===== src/rtl/bus_fabric_n.sv =====
// picorv32 native-bus interconnect: base/mask decode to N slaves, ready qualification,
// rdata mux and an error responder for unmapped addresses and slave timeouts.
module bus_fabric_n #(
  parameter int unsigned             NSLAVES  = 4,
  parameter logic [NSLAVES*32-1:0]   SLV_BASE = '0,
  parameter logic [NSLAVES*32-1:0]   SLV_MASK = '0,
  parameter int unsigned             TIMEOUT  = 255,
  parameter int unsigned             TO_WIDTH = 8,
  parameter logic [31:0]             ERR_DATA = 32'hDEADBEEF
) (
  input  logic                    clk_i,
  input  logic                    reset_i,
  input  logic                    mem_valid_i,
  input  logic [31:0]             mem_addr_i,
  output logic                    mem_ready_o,
  output logic [31:0]             mem_rdata_o,
  output logic [NSLAVES-1:0]      slv_sel_o,
  input  logic [NSLAVES-1:0]      slv_ready_i,
  input  logic [NSLAVES*32-1:0]   slv_rdata_i,
  output logic                    err_pulse_o,
  output logic [31:0]             err_addr_o,
  output logic [15:0]             err_count_o
);

  typedef enum logic [1:0] {StIdle, StWait, StErrResp} state_e;

  localparam logic [TO_WIDTH-1:0] CntLast = TO_WIDTH'(TIMEOUT - 1);

  state_e              state_q, state_d;
  logic [TO_WIDTH-1:0] cnt_q, cnt_d;
  logic [31:0]         err_addr_q, err_addr_d;
  logic [15:0]         err_count_q, err_count_d;

  logic [NSLAVES-1:0]  match;
  logic [NSLAVES-1:0]  sel_onehot;
  logic [NSLAVES-1:0]  slv_sel;
  logic                hit;
  logic                sel_ready;
  logic [31:0]         sel_rdata;

  // Lowest-index match wins when regions overlap.
  always_comb begin
    logic found;
    found      = 1'b0;
    match      = '0;
    sel_onehot = '0;
    for (int i = 0; i < int'(NSLAVES); i++) begin
      match[i]      = (mem_addr_i & SLV_MASK[i*32 +: 32]) == SLV_BASE[i*32 +: 32];
      sel_onehot[i] = match[i] & ~found;
      found         = found | match[i];
    end
  end

  assign hit       = |match;
  assign slv_sel   = (mem_valid_i && (state_q != StErrResp)) ? sel_onehot : '0;
  assign sel_ready = |(slv_sel & slv_ready_i);

  always_comb begin
    sel_rdata = '0;
    for (int i = 0; i < int'(NSLAVES); i++) begin
      if (slv_sel[i]) begin
        sel_rdata = sel_rdata | slv_rdata_i[i*32 +: 32];
      end
    end
  end

  always_comb begin
    state_d     = state_q;
    cnt_d       = cnt_q;
    err_addr_d  = err_addr_q;
    err_count_d = err_count_q;
    mem_ready_o = 1'b0;
    mem_rdata_o = '0;
    err_pulse_o = 1'b0;
    unique case (state_q)
      StIdle: begin
        if (mem_valid_i) begin
          if (!hit) begin
            state_d = StErrResp;
          end else if (sel_ready) begin
            mem_ready_o = 1'b1;
            mem_rdata_o = sel_rdata;
          end else begin
            state_d = StWait;
            cnt_d   = '0;
          end
        end
      end
      StWait: begin
        if (!mem_valid_i) begin
          // Master abandoned the request; return quietly.
          state_d = StIdle;
          cnt_d   = '0;
        end else if (sel_ready) begin
          mem_ready_o = 1'b1;
          mem_rdata_o = sel_rdata;
          state_d     = StIdle;
          cnt_d       = '0;
        end else if ((TIMEOUT != 0) && (cnt_q == CntLast)) begin
          state_d = StErrResp;
          cnt_d   = '0;
        end else begin
          cnt_d = cnt_q + TO_WIDTH'(1);
        end
      end
      StErrResp: begin
        mem_ready_o = mem_valid_i;
        mem_rdata_o = ERR_DATA;
        err_pulse_o = 1'b1;
        err_addr_d  = mem_addr_i;
        if (err_count_q != 16'hFFFF) begin
          err_count_d = err_count_q + 16'd1;
        end
        state_d = StIdle;
      end
      default: begin
        state_d = StIdle;
      end
    endcase
  end

  always_ff @(posedge clk_i) begin
    if (reset_i) begin
      state_q     <= StIdle;
      cnt_q       <= '0;
      err_addr_q  <= '0;
      err_count_q <= '0;
    end else begin
      state_q     <= state_d;
      cnt_q       <= cnt_d;
      err_addr_q  <= err_addr_d;
      err_count_q <= err_count_d;
    end
  end

  assign slv_sel_o   = slv_sel;
  assign err_addr_o  = err_addr_q;
  assign err_count_o = err_count_q;

endmodule

===== config.mk =====
export PLATFORM = sky130hd
export DESIGN_NAME = bus_fabric_n
export DESIGN_NICKNAME = d
export VERILOG_FILES = /design/src/rtl/bus_fabric_n.sv
export SDC_FILE = /design/constraint.sdc
export NUM_CORES = 1
export LEC_CHECK = 0
export ABC_CLOCK_PERIOD_IN_PS = 1800
export CELL_PAD_IN_SITES_DETAIL_PLACEMENT = 1
export CELL_PAD_IN_SITES_GLOBAL_PLACEMENT = 1
export CORE_MARGIN = 2
export CORE_UTILIZATION = 18
export DETAILED_ROUTE_END_ITERATION = 12
export GPL_TIMING_DRIVEN = 0
export MAX_ROUTING_LAYER = met4
export PLACE_DENSITY = 0.77
export RECOVER_POWER = 50
export SLEW_MARGIN = 20
export SYNTH_ARGS = -nofsm -noshare
export SYNTH_HDL_FRONTEND = slang
export SYNTH_SLANG_ARGS = --single-unit
export TNS_END_PERCENT = 10

===== constraint.sdc =====
create_clock -name clk_i -period 1.8 [get_ports clk_i]
set_clock_uncertainty 0.1 [all_clocks]
set_input_delay 0.36 -clock clk_i [delete_from_list [all_inputs] [get_ports clk_i]]
set_output_delay 0.36 -clock clk_i [all_outputs]
set_load 0.03 [all_outputs]

==> impl_metrics.json <==
{
  "rrSetupSlack_ps": 40,
  "dpl_cell_area_um2": 4518,
  "worst_hold_slack_ps": 349.5,
  "clockBufferDepth": 2,
  "cp_common_cell": "nand2_1",
  "drt-wirelength-per-cell_um": 14.75,
  "vias_per_cell": 4.475,
  "violations": "setup timing",
  "gp_congestion": 0.7572,
  "die_height_um": 128.1,
  "cts_sinks": 58,
  "gr-total-overflow": 0,
  "yosysWarnings": 0,
  "grt_pass1_wl_mm": 16.52,
  "cpPeakStageDelay_ps": 410,
  "drt_wl_total_mm": 10.75,
  "drive_gt1_frac": 0.2126,
  "synthArstFlopShare": 0,
  "synthCells": 368,
  "htreeDepth": 3,
  "yosysSeqAreaShare": 0.4188,
  "hold_depth": 2,
  "rows": 45,
  "crit_chain": "and3b_4 > buf_8 > nand2_1 > nand2_1 > buf_6",
  "synthesis.area_um2": 2773,
  "synth_edf_count": 0,
  "clk_pin_slew_worst_paths_ps": 50,
  "firstDrtPassIters": 4,
  "setup_ws_ps": -186.1,
  "max-vdd-ir-drop_uv": 362.9,
  "arrival_ps": 1530,
  "grt_usage": 0.1305,
  "synthFlopType": "dfxtp_1",
  "drtAntennaViolNets": 0,
  "first_global_vias": 3384,
  "min_period_ps": 1986,
  "start_util": 0.1831,
  "cp-end-kind": "output port",
  "cts_tree": "built",
  "rsz0062_at_grt": "yes",
  "critPathKind": "flop to output port",
  "maxSlewViolCount": 0,
  "hold_buffers": 0,
  "root_buffer": "clkbuf_16",
  "worst_pin_slew_ps": 634.9,
  "syn_area_per_cell_um2": 7.534,
  "fin_nets": 707,
  "required_ps": 1340,
  "p_leak_nw": 2.319,
  "core_area_um2": 15150,
  "hp-class": "flop to flop",
  "ys_seq_elements": 58,
  "synth.distinct_cells": 53,
  "status": "finished, violations left",
  "die-area_um2": 16410,
  "power.density_nw_per_um2": 686.0,
  "clock.fmax_mhz": 503.5,
  "critPathMaxFanout": 10,
  "clkLatencyLatePin_ps": 330,
  "fin_area_um2": 5144,
  "drv_cap": 0,
  "drc_errors": 0,
  "rr_worst_depth": 5,
  "portBuffers": 149,
  "num_io_pins": 253,
  "hold_viol_final": 0,
  "dp_hpwl_mm": 7.942,
  "grt_max_degree": 11,
  "dr_total_vias": 3262,
  "antenna_found_initial": 0,
  "setup.worst_path.start_class": "flop",
  "cpMaxStageDelayCell": "and3b_4",
  "numCtsBuffers": 9,
  "drt_iter0_drc": 78,
  "maxSlewHeadroom": 0.5767,
  "setup_violations": 34,
  "syn_to_final_growth_pct": 85.51,
  "diodes": 0,
  "period_share": 1.103,
  "die_w_um": 128.1
}
area by class of cell:
type                    count  area (um^2)
fillers                  1792        10000
multi-input cells         280         1572
repair buffers            157         1569
flip-flops and latches     58         1177
plain buffers              25        247.7
clock buffers              10        239.0
well taps                 188        235.2
clock inverters             5        78.83
inverters                   6        25.02
path summary, 6_finish.rpt:
path                 startpoint              to
setup / recovery     state_q[1]  mem_rdata_o[3]
hold / removal    err_addr_o[4]   err_addr_o[4]
setup reg to reg     state_q[1]        cnt_q[6]
hold reg to reg   err_addr_o[4]   err_addr_o[4]
stage by stage:
step	setup TNS [ps]	power (mW)	utilization	cells	setup slack, ps
floorplan	-729.4	1.457	-	370	-62.69
global placement	-45520	1.678	0.2983	707	-1285
detailed placement	-47780	1.684	0.2983	707	-1337
CTS	-6152	3.558	0.3290	725	-217.7
global route	-7801	3.660	0.3396	729	-254.7
finish	-5487	3.529	0.3396	729	-186.1
power by group:
group          total (mW)  internal, mW  switching (mW)
Clock                1.84          1.24           0.598
Sequential           1.29          1.28         0.00130
Combinational       0.408         0.230           0.177
metal layers:
metal	routed length, um	GRT usage
met5	0	-
met4	207	0.05818
met3	653	0.02880
met2	5399	0.2315
met1	4491	0.1392
critical path, delay by kind of cell, from the launching register on:
family / cells / cell delay, ps
flops: 1 / 360
simple gates: 3 / 560
buf+inv: 2 / 280
flip-flops by register name, indices dropped and copies added, names as in the netlist:
| register | flops |
|---|---|
| cnt_q | 8 |
| err_addr_o | 32 |
| err_count_o | 16 |
| state_q | 2 |
cells in the final DEF (no fill, tap or decap), types with 3 or more instances in the layout:
cell,n
clkbuf_16,10
buf_6,35
conb_1,3
nor2b_1,4
nand3_1,7
nand2_2,9
a21oi_1,47
or4_1,4
clkdlybuf4s50_1,64
nand2b_1,3
nand2_1,109
and2_1,4
buf_12,3
and3_1,3
nor3_1,5
buf_4,12
o21ai_0,11
buf_8,5
nor2_1,7
or3_1,4
nand4_1,6
inv_1,5
dfxtp_2,7
dlygate4sd2_1,43
a31oi_1,5
clkbuf_1,7
nor4_1,3
and2_4,5
clkbuf_8,3
dlymetal6s2s_1,7
dfxtp_1,49
Yosys cell counts (all sizes together) (6+ instances only):
| cell type | instances | area [um^2] |
|---|---|---|
| nand3 | 10 | 55.05 |
| nor4 | 6 | 52.55 |
| dfxtp | 58 | 1161 |
| and2 | 9 | 56.30 |
| nand2 | 120 | 450.4 |
| inv | 6 | 22.52 |
| clkbuf | 13 | 48.80 |
| buf | 13 | 77.57 |
| nor2 | 8 | 32.54 |
| nand4 | 7 | 58.81 |
| o21ai | 12 | 60.05 |
| a21oi | 47 | 235.2 |
what timing repair did:
action	in CTS	in global routing
endpoints found under the hold margin	0	0
gates cloned	0	1
buffers inserted	4	3
pin swaps	14	14
gates resized for setup	328	38
setup endpoints to repair	87	58
cell families (layout without fill, tap and decap cells):
logic type,after synthesis,count (layout),synth area share
AOI/OAI and AO/OA,79,79,0.1616
xor gates and xnor gates,2,2,0.006319
adders and majority gates,3,3,0.01354
buffers and inverters,32,203,0.05370
DFF,58,58,0.4188
muxes,2,2,0.008122
other,1,3,0.001352
and+or+nand+nor,191,191,0.3366
(Power assumes the default switching activity.)
